$ cat src/rtl/zion_bitmap_ser_pkg.sv
// ---------------------------------------------------------------------------
// Package: zion_bitmap_ser_pkg
// Purpose: Shared types and helpers for the bitmap -> one-hot serializer.
//   - ser_state_e : serializer state (IDLE = no residue, BUSY = residue left)
//   - onehot2idx  : binary index of a one-hot vector (up to MAX_W bits)
//   - popcnt_le1  : true when a vector has at most one bit set
// The helpers work on a fixed maximum width (MAX_W). Callers zero-extend
// narrower vectors, so any WIDTH up to MAX_W is supported.
// Build option: ZION_BITMAP_SER_MSB_FIRST_EN (used by the pick sub-module).
// ---------------------------------------------------------------------------
package zion_bitmap_ser_pkg;

    localparam int MAX_W     = 64;
    localparam int MAX_IDX_W = 6;

    typedef enum logic {
        ST_IDLE = 1'b0,
        ST_BUSY = 1'b1
    } ser_state_e;

    // OR together the positions of all set bits; for a true one-hot input
    // this is exactly the index, and for zero it is zero.
    function automatic logic [MAX_IDX_W-1:0] onehot2idx(input logic [MAX_W-1:0] oh);
        logic [MAX_IDX_W-1:0] idx;
        idx = '0;
        for (int i = 0; i < MAX_W; i++) begin
            if (oh[i]) begin
                idx = idx | MAX_IDX_W'(i);
            end
        end
        return idx;
    endfunction

    // Clearing the lowest set bit leaves zero only when at most one bit was set.
    function automatic logic popcnt_le1(input logic [MAX_W-1:0] v);
        return (v & (v - MAX_W'(1))) == '0;
    endfunction

endpackage

$ cat src/rtl/zion_bitmap_pick_onehot.sv
// ---------------------------------------------------------------------------
// Module: zion_bitmap_pick_onehot
// Purpose: Combinational pick of the next set bit of a bitmap.
//   Default build : lowest set bit first.
//   ZION_BITMAP_SER_MSB_FIRST_EN defined : highest set bit first.
// Ports:
//   bitmap_i  in  WIDTH  bitmap to pick from (may be zero)
//   onehot_o  out WIDTH  one-hot of the picked bit (zero if bitmap_i is zero)
//   idx_o     out IDX_W  binary index of the picked bit (zero if none)
//   last_o    out 1      bitmap_i has exactly one bit set
// WIDTH must be in 2..MAX_W (see zion_bitmap_ser_pkg).
// ---------------------------------------------------------------------------
module zion_bitmap_pick_onehot
    import zion_bitmap_ser_pkg::*;
#(
    parameter  int WIDTH = 8,
    localparam int IDX_W = $clog2(WIDTH)
) (
    input  logic [WIDTH-1:0] bitmap_i,
    output logic [WIDTH-1:0] onehot_o,
    output logic [IDX_W-1:0] idx_o,
    output logic             last_o
);

    // The picker always isolates the lowest set bit of scan; the MSB-first
    // build just reverses the bit order on the way in and out.
    logic [WIDTH-1:0] scan;
    logic [WIDTH-1:0] scan_oh;

`ifdef ZION_BITMAP_SER_MSB_FIRST_EN
    generate
        for (genvar gi = 0; gi < WIDTH; gi++) begin : g_rev
            assign scan[gi]     = bitmap_i[WIDTH-1-gi];
            assign onehot_o[gi] = scan_oh[WIDTH-1-gi];
        end
    endgenerate
`else
    assign scan     = bitmap_i;
    assign onehot_o = scan_oh;
`endif

    // Two's-complement trick: x & -x keeps only the lowest set bit.
    assign scan_oh = scan & (~scan + WIDTH'(1));

    assign idx_o  = IDX_W'(onehot2idx(MAX_W'(onehot_o)));
    assign last_o = (|bitmap_i) & popcnt_le1(MAX_W'(bitmap_i));

endmodule

$ cat src/rtl/zion_bitmap_onehot_serializer.sv
// ---------------------------------------------------------------------------
// Module: zion_bitmap_onehot_serializer
// Purpose: Accepts a multi-hot bitmap and emits its set bits one per beat as a
//   one-hot vector plus binary index, with valid/ready on both sides.
// Ports:
//   iClk     in   1      clock
//   iRst_n   in   1      asynchronous active-low reset
//   iVld     in   1      input bitmap valid
//   oRdy     out  1      block can accept a bitmap
//   iBitmap  in   WIDTH  multi-hot bitmap to serialize
//   oVld     out  1      output beat valid
//   iRdy     in   1      downstream ready
//   oOnehot  out  WIDTH  one-hot of the current bit
//   oIdx     out  IDX_W  binary index of the current bit
//   oLast    out  1      current beat is the last set bit of the bitmap
// Build option: ZION_BITMAP_SER_MSB_FIRST_EN selects highest-index-first
//   emission (default lowest-index-first); handshake timing is identical.
// ---------------------------------------------------------------------------
module zion_bitmap_onehot_serializer
    import zion_bitmap_ser_pkg::*;
#(
    parameter  int WIDTH = 8,
    localparam int IDX_W = $clog2(WIDTH)
) (
    input  logic             iClk,
    input  logic             iRst_n,
    input  logic             iVld,
    output logic             oRdy,
    input  logic [WIDTH-1:0] iBitmap,
    output logic             oVld,
    input  logic             iRdy,
    output logic [WIDTH-1:0] oOnehot,
    output logic [IDX_W-1:0] oIdx,
    output logic             oLast
);

    ser_state_e       state_q,   state_d;
    logic [WIDTH-1:0] residue_q, residue_d;
    logic             vld_q;
    logic [WIDTH-1:0] onehot_q;
    logic [IDX_W-1:0] idx_q;
    logic             last_q;

    logic             accept;
    logic             retire;
    logic [WIDTH-1:0] pick_onehot;
    logic [IDX_W-1:0] pick_idx;
    logic             pick_last;

    // Ready in IDLE, or while the final beat of the current bitmap retires so
    // the next bitmap loads without a bubble.
    assign oRdy   = (state_q == ST_IDLE) | (vld_q & iRdy & last_q);
    assign accept = iVld & oRdy;
    assign retire = vld_q & iRdy;

    // Accept can only coincide with retire on the last beat, where the
    // cleared residue is zero anyway, so the new bitmap simply replaces it.
    // A zero bitmap loads zero residue, i.e. it is consumed with no beat.
    always_comb begin
        residue_d = residue_q;
        if (accept) begin
            residue_d = iBitmap;
        end else if (retire) begin
            residue_d = residue_q & ~onehot_q;
        end
    end

    assign state_d = (|residue_d) ? ST_BUSY : ST_IDLE;

    // Outputs are registered from the next residue, so they change only when
    // the residue changes and are held stable under backpressure.
    zion_bitmap_pick_onehot #(
        .WIDTH (WIDTH)
    ) u_pick (
        .bitmap_i (residue_d),
        .onehot_o (pick_onehot),
        .idx_o    (pick_idx),
        .last_o   (pick_last)
    );

    always_ff @(posedge iClk or negedge iRst_n) begin
        if (!iRst_n) begin
            state_q   <= ST_IDLE;
            residue_q <= '0;
            vld_q     <= 1'b0;
            onehot_q  <= '0;
            idx_q     <= '0;
            last_q    <= 1'b0;
        end else begin
            state_q   <= state_d;
            residue_q <= residue_d;
            vld_q     <= |residue_d;
            onehot_q  <= pick_onehot;
            idx_q     <= pick_idx;
            last_q    <= pick_last;
        end
    end

    assign oVld    = vld_q;
    assign oOnehot = onehot_q;
    assign oIdx    = idx_q;
    assign oLast   = last_q;

endmodule
$ cat config.mk
export PLATFORM = sky130hd
export DESIGN_NAME = zion_bitmap_onehot_serializer
export DESIGN_NICKNAME = d
export VERILOG_FILES = /design/src/rtl/zion_bitmap_ser_pkg.sv /design/src/rtl/zion_bitmap_pick_onehot.sv /design/src/rtl/zion_bitmap_onehot_serializer.sv
export SDC_FILE = /design/constraint.sdc
export NUM_CORES = 1
export LEC_CHECK = 0
export CAP_MARGIN = 20
export CORE_UTILIZATION = 46
export CTS_CLUSTER_SIZE = 40
export DETAILED_ROUTE_END_ITERATION = 10
export HOLD_SLACK_MARGIN = 0.05
export PLACE_DENSITY = 0.77
export SYNTH_ARGS = -nofsm -noshare
export SYNTH_HDL_FRONTEND = slang
export SYNTH_SLANG_ARGS = --single-unit
export TNS_END_PERCENT = 5
$ cat constraint.sdc
create_clock -name iClk -period 3 [get_ports iClk]
set_input_delay 0.45 -clock iClk [delete_from_list [all_inputs] [get_ports iClk]]
set_output_delay 0.45 -clock iClk [all_outputs]
set_load 0.01 [all_outputs]
# Word-level counts from Yosys, hierarchy flattened

Index checks and enable logic that the tools add are counted.

Output and inout port bits: 14
Register bits after elaboration: 22
Logic and storage cells: 31

Reductions and logical operators: 2
Add/subtract/negate cells: 2
Bitwise operators: 11
Mux-type cells: 10

Operators by type and width:

| kind                                              | number |
|---|---|
| AND 8 x 64 -> 64 bit                              | 1 |
| zero test 64 bit                                  | 1 |
| AND 8 bit                                         | 2 |
| 2-to-1 mux 8 bit                                  | 2 |
| NOT 8 bit                                         | 2 |
| 2-to-1 mux 3 bit                                  | 4 |
| subtractor 8 x 1 -> 9 bit (second input constant) | 1 |
| adder 8 x 1 -> 8 bit (second input constant)      | 1 |
| OR reduction 8 bit                                | 1 |
| AND 1 bit                                         | 4 |
| 2-to-1 mux 2 bit                                  | 2 |
| 2-to-1 mux 1 bit                                  | 2 |
| NOT 1 bit                                         | 1 |
| bitwise OR 1 bit                                  | 1 |

# Logic depth before layout (Yosys ltp)

Gate-level depths: netlist of the first run.

Word-level depth: 15
Mapped depth: 8

# Hierarchy

A second synthesis of the first run with hierarchy kept.

Cell total of the unflattened synthesis: 93
Area total of the unflattened synthesis: 1002.2 sq um

By module, submodules not included:

| module                        | times used | area each (sq um) | cells an instance |
|---|---|---|---|
| zion_bitmap_onehot_serializer | 1          | 777.0             | 59 |
| zion_bitmap_pick_onehot       | 1          | 225.2             | 34 |

# Least setup slack after synthesis of the first run

Ideal clock, no wire load.

Path type: reg2reg
Start point: register state_q
End point: register last_q (netlist: oLast)
Data required time: 2.889 ns
Setup time: 0.111 ns
Path buffers: 2
Period minus slack after synthesis: 2.321 ns
Data arrival time: 2.210 ns
Stages on the path, launching flop included: 9
Slack: 0.679 ns
Path through: dfrtp_1 a21bo_4 and2_4 buf_6 a22o_1 buf_6 nor4_4 nand3_1 a2111oi_2

Cells in the longest elaborated chain, start to end: 8

RTL lines:

| item                      | line                                | RTL |
|---|---|---|
| start: declaration        | zion_bitmap_onehot_serializer.sv:37 | `ser_state_e state_q, state_d;` |
| start signal: assignment  | zion_bitmap_onehot_serializer.sv:90 | `state_q <= state_d;` |
| NOT 1 bit (*)             | zion_bitmap_onehot_serializer.sv:52 | `assign oRdy = (state_q == ST_IDLE) \| (vld_q & iRdy & last_q);` |
| bitwise OR 1 bit (*)      | zion_bitmap_onehot_serializer.sv:52 |  |
| via oRdy                  | zion_bitmap_onehot_serializer.sv:28 | `output logic oRdy,` |
| AND 1 bit (*)             | zion_bitmap_onehot_serializer.sv:53 | `assign accept = iVld & oRdy;` |
| 2-to-1 mux 8 bit (*)      | zion_bitmap_onehot_serializer.sv:61 | `if (accept) begin` |
| subtractor 8 x 1 -> 9 bit | zion_bitmap_ser_pkg.sv:36           | `return (v & (v - MAX_W'(1))) == '0;` |
| AND 8 x 64 -> 64 bit      | zion_bitmap_ser_pkg.sv:36           |  |
| zero test 64 bit          | zion_bitmap_ser_pkg.sv:36           |  |
| AND 1 bit (*)             | zion_bitmap_pick_onehot.sv:46       | `assign last_o = (\|bitmap_i) & popcnt_le1(MAX_W'(bitmap_i));` |
| via pick_last             | zion_bitmap_onehot_serializer.sv:48 | `logic pick_last;` |
| end signal: assignment    | zion_bitmap_onehot_serializer.sv:95 | `last_q <= pick_last;` |
| end: declaration          | zion_bitmap_onehot_serializer.sv:42 | `logic last_q;` |

Mark *: on every way through the listed nets, which the timed path passes. The rest lies on a longest branch.

# Worst setup path after layout of the first run

Start point: input port iRdy
End point: register last_q (netlist: oLast)

Cells in the longest elaborated chain, start to end: 9

RTL lines:

| item                      | line                                                                     | RTL |
|---|---|---|
| start: declaration        | zion_bitmap_onehot_serializer.sv:31                                      | `input logic iRdy,` |
| AND 1 bit (*)             | zion_bitmap_onehot_serializer.sv:52, zion_bitmap_onehot_serializer.sv:54 |  |
| AND 1 bit                 | zion_bitmap_onehot_serializer.sv:52                                      |  |
| bitwise OR 1 bit          | zion_bitmap_onehot_serializer.sv:52                                      |  |
| AND 1 bit                 | zion_bitmap_onehot_serializer.sv:53                                      |  |
| 2-to-1 mux 8 bit (*)      | zion_bitmap_onehot_serializer.sv:61                                      |  |
| subtractor 8 x 1 -> 9 bit | zion_bitmap_ser_pkg.sv:36                                                |  |
| AND 8 x 64 -> 64 bit      | zion_bitmap_ser_pkg.sv:36                                                |  |
| zero test 64 bit          | zion_bitmap_ser_pkg.sv:36                                                |  |
| AND 1 bit (*)             | zion_bitmap_pick_onehot.sv:46                                            |  |
| via pick_last             | zion_bitmap_onehot_serializer.sv:48                                      |  |

Marks and branches as above.

==> Implementation_results.wiki, run 1 <==
{| class="wikitable"
! Metric !! Value
|-
| Result of the run || finished clean
|-
| Total clock buffers created by CTS || 3
|-
| Die X || about 48 µm
|-
| Path class of the lowest-slack min-delay path || in -> async
|-
| Vias per cell || approximately 5.3
|-
| Number of H-tree branching levels || 1
|-
| Clock tree sinks || 20
|-
| Post-CTS Setup Inserts || 0
|-
| Overall fraction of global-route tracks in use || 0.211
|-
| Predominant post-synthesis flop cell || sky130_fd_sc_hd__dfrtp_1
|-
| Number of enable flip-flop cells after synthesis || 0
|-
| Height of the chip || 47.9 µm
|-
| Fraction of the yosys area taken by sequential cells || 0.516
|-
| Nets in the synthesized netlist || between 100 and 150
|-
| Total half-perimeter wirelength after legalization and detailed placement || 1620 µm
|-
| Post-synthesis async set-or-reset flop share || 1.00
|-
| Number of design rule violations left after detail routing || 0
|-
| DRC violation total after the first TritonRoute iteration || 18
|-
| Unique cell type count in the Yosys netlist || 31
|-
| Setup tns final || 0 ns
|-
| Final-layout fill cell count || ~180
|-
| Number of core rows || 16
|-
| Total via count in the routed design || ~770
|-
| Worst endpoint required time || 3.19 ns
|-
| Number of global-route vias before repair || approximately 680
|-
| Area added between synthesis and finish || 29.3%
|-
| Number of antenna violations at the first check in global routing || 0
|-
| RSZ-0062 raised after global routing || no
|-
| Count of pins on the block boundary || 26
|-
| Root buffer cell || sky130_fd_sc_hd__clkbuf_4
|-
| Number of nets with antenna violations after routing || 0
|-
| Yosys Warn Count || 0
|-
| Max-slew headroom at the worst pin || 0.441
|-
| Total of cells resized after clock tree synthesis || 0
|-
| Transition at the pin with the smallest max-transition slack || 0.836 ns
|-
| Power density normalized to cell area || 1100 mW/mm²
|-
| Mean cell area of the mapped netlist || slightly above 10 µm²
|-
| Fraction of layout instances using a drive strength above 1 || 0.108
|-
| Data arrival time of the critical path || 2.60 ns
|-
| Maximum number of pins on one net before global-route repair || 21
|-
| Final core utilization || 0.639
|-
| Crit share post-route || 0.804
|-
| Peak ir drop on the vdd network || approximately 0.00056 V
|-
| Global-route wire length before repair || about 3100 µm
|-
| CTS tree || yes
|-
| Highest fanout seen on the critical path || 9
|-
| Buffers from clock root to sink, at most || 2
|-
| Leakage dissipation || ~0.56 nW
|-
| FF+latch count, synth || 20
|-
| Clock Skews || approximately 0.0018 ns
|-
| Placer congestion estimate || between 0.9 and 1
|-
| Count of buffers inserted at the top-level ports || 25
|-
| Clock-pin slew on the worst setup and hold paths || roughly 0.1 ns
|-
| Max Transition Viols Final || 0
|-
| Placeable core area || 0.00196 mm²
|-
| Die ar. || between 0.002 and 0.0025 mm²
|-
| Smallest hold slack || between 0.6 and 0.7 ns
|-
| Number of nets at the end of the flow || 134
|-
| Global route overflow || 0
|-
| Final hold violations || 0
|-
| Detailed-route wire length per cell || roughly 14 µm
|-
| Overall Power || between 1 and 1.5 mW
|-
| Total standard cell area after synthesis || 970 µm²
|-
| Fmax || roughly 410 MHz
|-
| Setup Crit Path Kind || in -> reg
|-
| Number of failing setup endpoints in the final timing report || 0
|-
| DRT Pass-1 Iters || 4
|-
| Number of max-capacitance violations reported || 0
|-
| Starting density of the core || 0.494
|-
| Critical path startpoint category || primary input
|-
| Wirelength, routed || roughly 2100 µm
|-
| Worst-skew pair later-pin latency || approximately 0.29 ns
|-
| Tmin final || around 2.4 ns
|-
| Antenna diode instance count || 0
|-
| Number of cells produced by synthesis || 94
|-
| Setup crit end kind || flop
|-
| Number of buffers added to fix hold violations after cts || 0
|}
[routing by layer]
metal  global-route usage  up-vias  share of wire
li1                     -      382              -
met1                0.291      370           0.45
met2                0.322       21           0.50
met3               0.0340        0          0.047
met4                0.100        0              0
met5                    0        -              0
[per-stage QoR]
step / std cells / setup WS, ns / area, µm²
2_1_floorplan: 94 / 0.679 / 970
3_3_place_gp: 144 / 0.352 / 1230
3_5_place_dp: 144 / 0.270 / 1230
4_1_cts: 147 / 0.595 / 1250
5_1_grt: 147 / 0.404 / 1250
6_report: 147 / 0.589 / 1250
[where the power goes]
| part | leakage [nW] | switching, mW | total (mW) | internal, mW |
|---|---|---|---|---|
| combinational | 0.290 | 0.428 | 0.819 | 0.391 |
| sequential | 0.256 | 0.0603 | 0.444 | 0.384 |
| clock | 0.0138 | 0.0719 | 0.119 | 0.0467 |
| total | 0.560 | 0.560 | 1.38 | 0.822 |
[cell usage in the layout (no fill, tap or decap), types with 4 or more instances in the layout]
cell                               n
sky130_fd_sc_hd__nor3_1            4
sky130_fd_sc_hd__nand2_1          10
sky130_fd_sc_hd__dfrtp_1          20
sky130_fd_sc_hd__nand3_1           9
sky130_fd_sc_hd__clkdlybuf4s50_1  25
sky130_fd_sc_hd__nor2_1            6
sky130_fd_sc_hd__o21a_1            4
sky130_fd_sc_hd__inv_1             7
[registers in the layout, indices dropped and copies added, names as in the netlist]
name and count:
residue_q 7, state_q 1, oLast 1, oOnehot 8, oIdx 3
[cells in the mapped netlist, drive strengths merged, types with 2 or more instances]
cell type,number,share of area
dfrtp,20,0.52
nand2,10,0.039
nand3,9,0.046
inv,7,0.027
nor2,6,0.023
and2,4,0.031
nor3,4,0.021
o21a,4,0.031
a21oi,3,0.015
a22oi,3,0.023
buf,3,0.031
a21boi,2,0.015
mux2i,2,0.021
o21ai,2,0.010
o22ai,2,0.013
or2,2,0.013
[final timing paths]
check,from,end,cells after the start,slack (ns)
setup / recovery,iRdy,oLast,7,0.59
hold / removal,iRst_n,oOnehot[3],1,0.63
setup reg to reg,state_q,oLast,6,0.61
hold reg to reg,residue_q[3],residue_q[3],2,0.68
max in group asynchronous,iRst_n,residue_q[7],1,1.85
min in group iClk,residue_q[3],residue_q[3],2,0.68
[worst max-delay path: stages]
cell and delay [ns]:
sky130_fd_sc_hd__clkdlybuf4s50_1 0.43, sky130_fd_sc_hd__a21bo_4 0.25, sky130_fd_sc_hd__and2_4 0.19, sky130_fd_sc_hd__a22o_1 0.35, sky130_fd_sc_hd__nor4_4 0.43, sky130_fd_sc_hd__nand3_1 0.14
sky130_fd_sc_hd__a2111oi_2 0.36
[logic make-up (layout without fill, tap and decap cells)]
logic type	count (synthesis)	in the layout	synth area share
multiplexers	3	3	0.0323
AND/OR/NAND/NOR	38	38	0.208
adder cells (fa/ha/maj)	1	1	0.0103
buffers and inverters	10	36	0.0581
AO/OA/AOI/OAI	22	22	0.175
flip-flops	20	20	0.516
[final cells by class]
| class | count | area [µm²] | share of cell area |
|---|---|---|---|
| Multi-Input combinational cell | 64 | 413 | 0.329 |
| Tap cell | 27 | 33.8 | 0.0269 |
| Timing Repair Buffer | 26 | 258 | 0.206 |
| Sequential cell | 20 | 500 | 0.399 |
| Clock buffer | 3 | 22.5 | 0.0180 |
| Inverter | 7 | 26.3 | 0.0210 |
No activity file was read; power rests on OpenSTA's default activity.
==> inputs of run 2 (changes only) <==
Settings changed: CORE_UTILIZATION 46 to 42, PLACE_DENSITY 0.77 to 0.74.
Clock period 3 ns to 2 ns, I/O delays scaled along.
==> Implementation_results.wiki, run 2 (synthesized netlist as in run 1, its figures left out) <==
{| class="wikitable"
! Metric !! Value
|-
| Result of the run || finished clean
|-
| Wirelength, routed || between 2000 and 2500 µm
|-
| Overall Power || between 2 and 3 mW
|-
| Number of core rows || 17
|-
| Crit share post-route || 0.987
|-
| Setup tns final || 0 ns
|-
| Number of H-tree branching levels || 1
|-
| Clock tree sinks || 20
|-
| Global-route wire length before repair || 4000 µm
|-
| Final setup margin || between 0.02 and 0.03 ns
|-
| Global route overflow || 0
|-
| Met2 usage in global routing || 0.373
|-
| Final hold violations || 0
|-
| Highest fanout seen on the critical path || 6
|-
| Smallest hold slack || about 0.33 ns
|-
| Clock-pin slew on the worst setup and hold paths || about 0.11 ns
|-
| Number of nets with antenna violations after routing || 0
|-
| Clock Skews || between 0.004 and 0.005 ns
|-
| Maximum number of pins on one net before global-route repair || 21
|-
| Grt peak-use layer || met2
|-
| Setup Crit Path Kind || reg -> reg
|-
| Total clock buffers created by CTS || 3
|-
| Number of design rule violations left after detail routing || 0
|-
| Total half-perimeter wirelength after legalization and detailed placement || around 1900 µm
|-
| Number of max-capacitance violations reported || 0
|-
| Max-slew headroom at the worst pin || 0.773
|-
| Vias per cell || 5.04
|-
| Overall fraction of global-route tracks in use || 0.221
|-
| Critical path startpoint category || flop
|-
| Path class of the lowest-slack min-delay path || in -> async
|-
| Fmax || 507 MHz
|-
| Commonest non-fill, non-tap cell in the layout || sky130_fd_sc_hd__buf_4
|-
| Worst-skew pair later-pin latency || about 0.29 ns
|-
| Highest-count cells in the layout ignoring fill and taps || sky130_fd_sc_hd__buf_4, sky130_fd_sc_hd__clkdlybuf4s50_1, sky130_fd_sc_hd__dfrtp_1
|-
| Transition at the pin with the smallest max-transition slack || 0.339 ns
|-
| Leakage dissipation || around 0.68 nW
|-
| Placeable core area || 0.00219 mm²
|-
| Final design instance area without fill || between 0.001 and 0.0015 mm²
|-
| Starting density of the core || 0.443
|-
| Peak ir drop on the vdd network || approximately 0.0011 V
|-
| Number of cells in the finished layout apart from fillers || 174
|-
| Final core utilization || 0.668
|-
| DRT Pass-1 Iters || 4
|-
| Setup crit end kind || flop
|-
| Number of global-route vias before repair || about 860
|-
| Total via count in the routed design || between 800 and 900
|-
| Worst endpoint required time || approximately 2.2 ns
|-
| Tmin final || 1.97 ns
|-
| Met3 track demand over resource in global routing || 0.0278
|-
| Die X || 50.1 µm
|-
| Max Transition Viols Final || 0
|-
| Max FFs per register || 8
|-
| Placer congestion estimate || approximately 0.9
|-
| DRC violation total after the first TritonRoute iteration || 25
|-
| Placed cells || 169
|-
| Number of failing setup endpoints in the final timing report || 0
|-
| CTS tree || yes
|-
| Power density normalized to cell area || about 1700 mW/mm²
|-
| Height of the chip || 50.1 µm
|-
| Number of antenna violations at the first check in global routing || 0
|-
| Post-place setup slack || -0.356 ns
|-
| Count of buffers inserted at the top-level ports || 25
|-
| RSZ-0062 raised after global routing || yes
|-
| Count of pins on the block boundary || 26
|-
| Fraction of layout instances using a drive strength above 1 || 0.295
|-
| Data arrival time of the critical path || roughly 2.2 ns
|-
| Global routing met1 resource utilization || 0.280
|-
| Instance area at placement || between 0.001 and 0.0015 mm²
|-
| Number of nets at the end of the flow || around 160
|-
| Root buffer cell || sky130_fd_sc_hd__clkbuf_4
|-
| Detailed-route wire length per cell || ~14 µm
|-
| Die ar. || 0.00251 mm²
|-
| Buffers from clock root to sink, at most || 2
|-
| Area added between synthesis and finish || 51.0%
|-
| Antenna diode instance count || 0
|}
-- run 2: cell count changes in the layout (fill, tap and decap cells not counted), sizes merged --
| cell | before | now |
|---|---|---|
| dlygate4sd2 | 0 | 1 |
| clkdlybuf4s50 | 25 | 24 |
| buf | 1 | 26 |
| clkbuf | 3 | 4 |
-- run 2: final timing paths --
| check | start | end | slack [ns] | cells past startpoint |
|---|---|---|---|---|
| hold / removal | iRst_n | oIdx[0] | 0.33 | 2 |
| hold reg to reg | residue_q[3] | residue_q[3] | 0.66 | 2 |
| max in group asynchronous | iRst_n | state_q | 1.44 | 2 |
| setup / recovery | oLast | oLast | 0.03 | 7 |
| setup reg to reg | oLast | oLast | 0.03 | 7 |
| min in group iClk | iBitmap[7] | residue_q[7] | 0.64 | 3 |
-- run 2: where the power goes --
part	total, mW	switching (mW)	internal, mW
Sequential	0.660	0.0817	0.578
Combinational	1.66	0.761	0.899
Clock	0.195	0.118	0.0775
Total	2.52	0.960	1.55
-- run 2: critical path, stage by stage (launching register included) --
cell and delay (ns):
sky130_fd_sc_hd__dfrtp_1 0.42, sky130_fd_sc_hd__a21bo_4 0.24, sky130_fd_sc_hd__and2_4 0.16, sky130_fd_sc_hd__o21a_1 0.19, sky130_fd_sc_hd__buf_4 0.15, sky130_fd_sc_hd__maj3_1 0.36, sky130_fd_sc_hd__a2bb2oi_1 0.25, sky130_fd_sc_hd__a2111oi_2 0.09
-- run 2: per-layer routing --
| metal | share of wire | routed length [µm] | up-vias |
|---|---|---|---|
| li1 | - | - | 435 |
| met1 | 0.44 | 1100 | 412 |
| met2 | 0.50 | 1240 | 24 |
| met3 | 0.035 | 87 | 6 |
| met4 | 0.019 | 46 | 0 |
| met5 | 0 | 0 | - |
-- run 2: timing repair --
| item | CTS | global route |
|---|---|---|
| buffers inserted | 1 | 0 |
| endpoints found under the setup margin | 1 | 1 |
| pin swaps | 2 | 2 |
| cloned | 0 | 0 |
| resized for setup | 2 | 3 |
| hold buffers | 0 | 0 |
| endpoints found under the hold margin | 0 | 0 |
-- run 2: area by class of cell --
type                    count  area, µm²
inverters                   7       26.3
clock buffers               4       26.3
well taps                  28       35.0
multi-input cells          64        430
fillers                   174        727
flip-flops and latches     20        502
repair buffers             51        444
==> inputs of run 3 (changes only) <==
Settings changed: PLACE_DENSITY 0.74 to 0.81.
==> Implementation_results.wiki, run 3 (synthesized netlist as in run 1, its figures left out) <==
{| class="wikitable"
! Metric !! Value
|-
| Tmin final || between 1.5 and 2 ns
|-
| DRC violation total after the first TritonRoute iteration || 26
|-
| Final hold violations || 0
|-
| Number of cells in the finished layout apart from fillers || roughly 180
|-
| Max FFs per register || 8
|-
| Setup tns final || 0 ns
|-
| Peak ir drop on the vdd network || ~0.00085 V
|-
| Buffers from clock root to sink, at most || 2
|-
| Total internal power || around 1.6 mW
|-
| Max-slew headroom at the worst pin || 0.772
|-
| Number of failing setup endpoints in the final timing report || 0
|-
| Data arrival time of the critical path || about 2.2 ns
|-
| Die ar. || about 0.0025 mm²
|-
| Commonest non-fill, non-tap cell in the layout || sky130_fd_sc_hd__buf_4
|-
| Smallest hold slack || 0.326 ns
|-
| Number of nets with antenna violations after routing || 0
|-
| Count of buffers inserted at the top-level ports || 25
|-
| Global route overflow || 0
|-
| Detailed-route wire length per cell || around 14 µm
|-
| Critical path startpoint category || flop
|-
| Setup crit end kind || flop
|-
| Worst endpoint required time || ~2.2 ns
|-
| Total via count in the routed design || 892
|-
| Instance area at placement || about 0.0014 mm²
|-
| Clock-pin slew on the worst setup and hold paths || 0.11 ns
|-
| Maximum number of pins on one net before global-route repair || 21
|-
| Number of nets at the end of the flow || 160
|-
| Fraction of layout instances using a drive strength above 1 || 0.299
|-
| Power share of the sequential group || 0.256
|-
| Total clock buffers created by CTS || 3
|-
| RSZ-0062 raised after global routing || yes
|-
| Power density normalized to cell area || approximately 1700 mW/mm²
|-
| Count of pins on the block boundary || 26
|-
| Number of design rule violations left after detail routing || 0
|-
| Result of the run || finished clean
|-
| Placer congestion estimate || roughly 0.83
|-
| Clock tree sinks || 20
|-
| Post-place setup slack || -0.346 ns
|-
| Worst-skew pair later-pin latency || 0.30 ns
|-
| Vias per cell || around 5.1
|-
| Wirelength, routed || around 2500 µm
|-
| Placed cells || between 150 and 200
|-
| Highest fanout seen on the critical path || 7
|-
| Leakage dissipation || between 0.7 and 0.8 nW
|-
| Final setup margin || a little under 0.05 ns
|-
| Number of H-tree branching levels || 1
|-
| Switching power as a share of total power || 0.372
|-
| Setup Crit Path Kind || reg -> reg
|-
| Global-route wire length before repair || around 4000 µm
|-
| Part of the power in the clock network || 0.091
|-
| Clock Skews || around 0.0053 ns
|-
| Number of antenna violations at the first check in global routing || 0
|-
| Highest-count cells in the layout ignoring fill and taps || sky130_fd_sc_hd__buf_4, sky130_fd_sc_hd__clkdlybuf4s50_1, sky130_fd_sc_hd__dfrtp_1
|-
| Area added between synthesis and finish || 52.6%
|-
| Max Transition Viols Final || 0
|-
| Number of core rows || 17
|-
| Overall Power || around 2.6 mW
|-
| Antenna diode instance count || 0
|-
| Fmax || 512 MHz
|-
| Root buffer cell || sky130_fd_sc_hd__clkbuf_4
|-
| Placeable core area || roughly 0.0022 mm²
|-
| Starting density of the core || 0.443
|-
| Number of max-capacitance violations reported || 0
|-
| Height of the chip || ~50 µm
|-
| Overall fraction of global-route tracks in use || 0.221
|-
| Die X || between 50 and 60 µm
|-
| DRT Pass-1 Iters || 4
|-
| Number of global-route vias before repair || around 890
|-
| Psw || roughly 0.95 mW
|-
| Transition at the pin with the smallest max-transition slack || roughly 0.34 ns
|-
| Fraction of power consumed by combinational cells || 0.652
|-
| Total half-perimeter wirelength after legalization and detailed placement || about 1900 µm
|-
| CTS tree || yes
|-
| Final design instance area without fill || ~0.0015 mm²
|-
| Path class of the lowest-slack min-delay path || in -> async
|-
| Crit share post-route || 0.976
|-
| Final core utilization || 0.676
|}
-- run 3: cell count changes in the layout (fill, tap and decap cells not counted) --
cell / change
sky130_fd_sc_hd__a21boi_0: +1
sky130_fd_sc_hd__clkbuf_1: -1
sky130_fd_sc_hd__buf_4: +1
sky130_fd_sc_hd__a21boi_1: -1
sky130_fd_sc_hd__dlymetal6s2s_1: +1
sky130_fd_sc_hd__dlygate4sd2_1: -1
sky130_fd_sc_hd__a22oi_2: -1
sky130_fd_sc_hd__a22oi_1: +1
sky130_fd_sc_hd__clkbuf_8: +1
-- run 3: repair_timing --
action,CTS,global route
resized for setup,1,2
setup endpoints to repair,1,3
hold buffers,0,0
buffers inserted,0,1
pin swaps,0,5
gates cloned,0,0
-- run 3: power groups by stage --
stage                     clock [mW]  sequential [mW]  combinational [mW]
after floorplan                    0            0.708               0.803
after global placement             0            0.656                1.60
after detailed placement           0            0.660                1.63
after CTS                      0.236            0.655                1.65
after global routing           0.249            0.669                1.81
final                          0.233            0.656                1.67
-- run 3: worst max-delay path: stages, from the launching register on --
cell and delay (ns):
sky130_fd_sc_hd__dfrtp_1 0.42, sky130_fd_sc_hd__a21bo_4 0.24, sky130_fd_sc_hd__and2_4 0.17, sky130_fd_sc_hd__a22o_1 0.25
sky130_fd_sc_hd__nor4_4 0.28, sky130_fd_sc_hd__nand3_1 0.13, sky130_fd_sc_hd__a2111oi_2 0.36
-- run 3: metal layers --
metal	GRT usage	wire length, µm	up-vias
li1	-	-	435
met1	0.261	1100	422
met2	0.378	1220	27
met3	0.0278	100	8
met4	0.129	65	0
met5	0	0	-
-- run 3: path summary, 6_finish.rpt --
check | from | end | slack [ns] | cells after the start
worst max-delay path | oLast | oLast | 0.05 | 6
worst min-delay path | iRst_n | oIdx[0] | 0.33 | 2
worst max register to register | oLast | oLast | 0.05 | 6
worst min register to register | residue_q[3] | residue_q[3] | 0.69 | 3
max in group asynchronous | iRst_n | state_q | 1.45 | 2
min in group iClk | iBitmap[7] | residue_q[7] | 0.68 | 3
-- run 3: cell type report --
cell class,count,area (µm²)
Fill cell,144,711
Sequential cell,20,502
Timing Repair Buffer,52,455
Multi-Input combinational cell,64,425
Clock buffer,4,36.3
Tap cell,28,35.0
Inverter,7,26.3
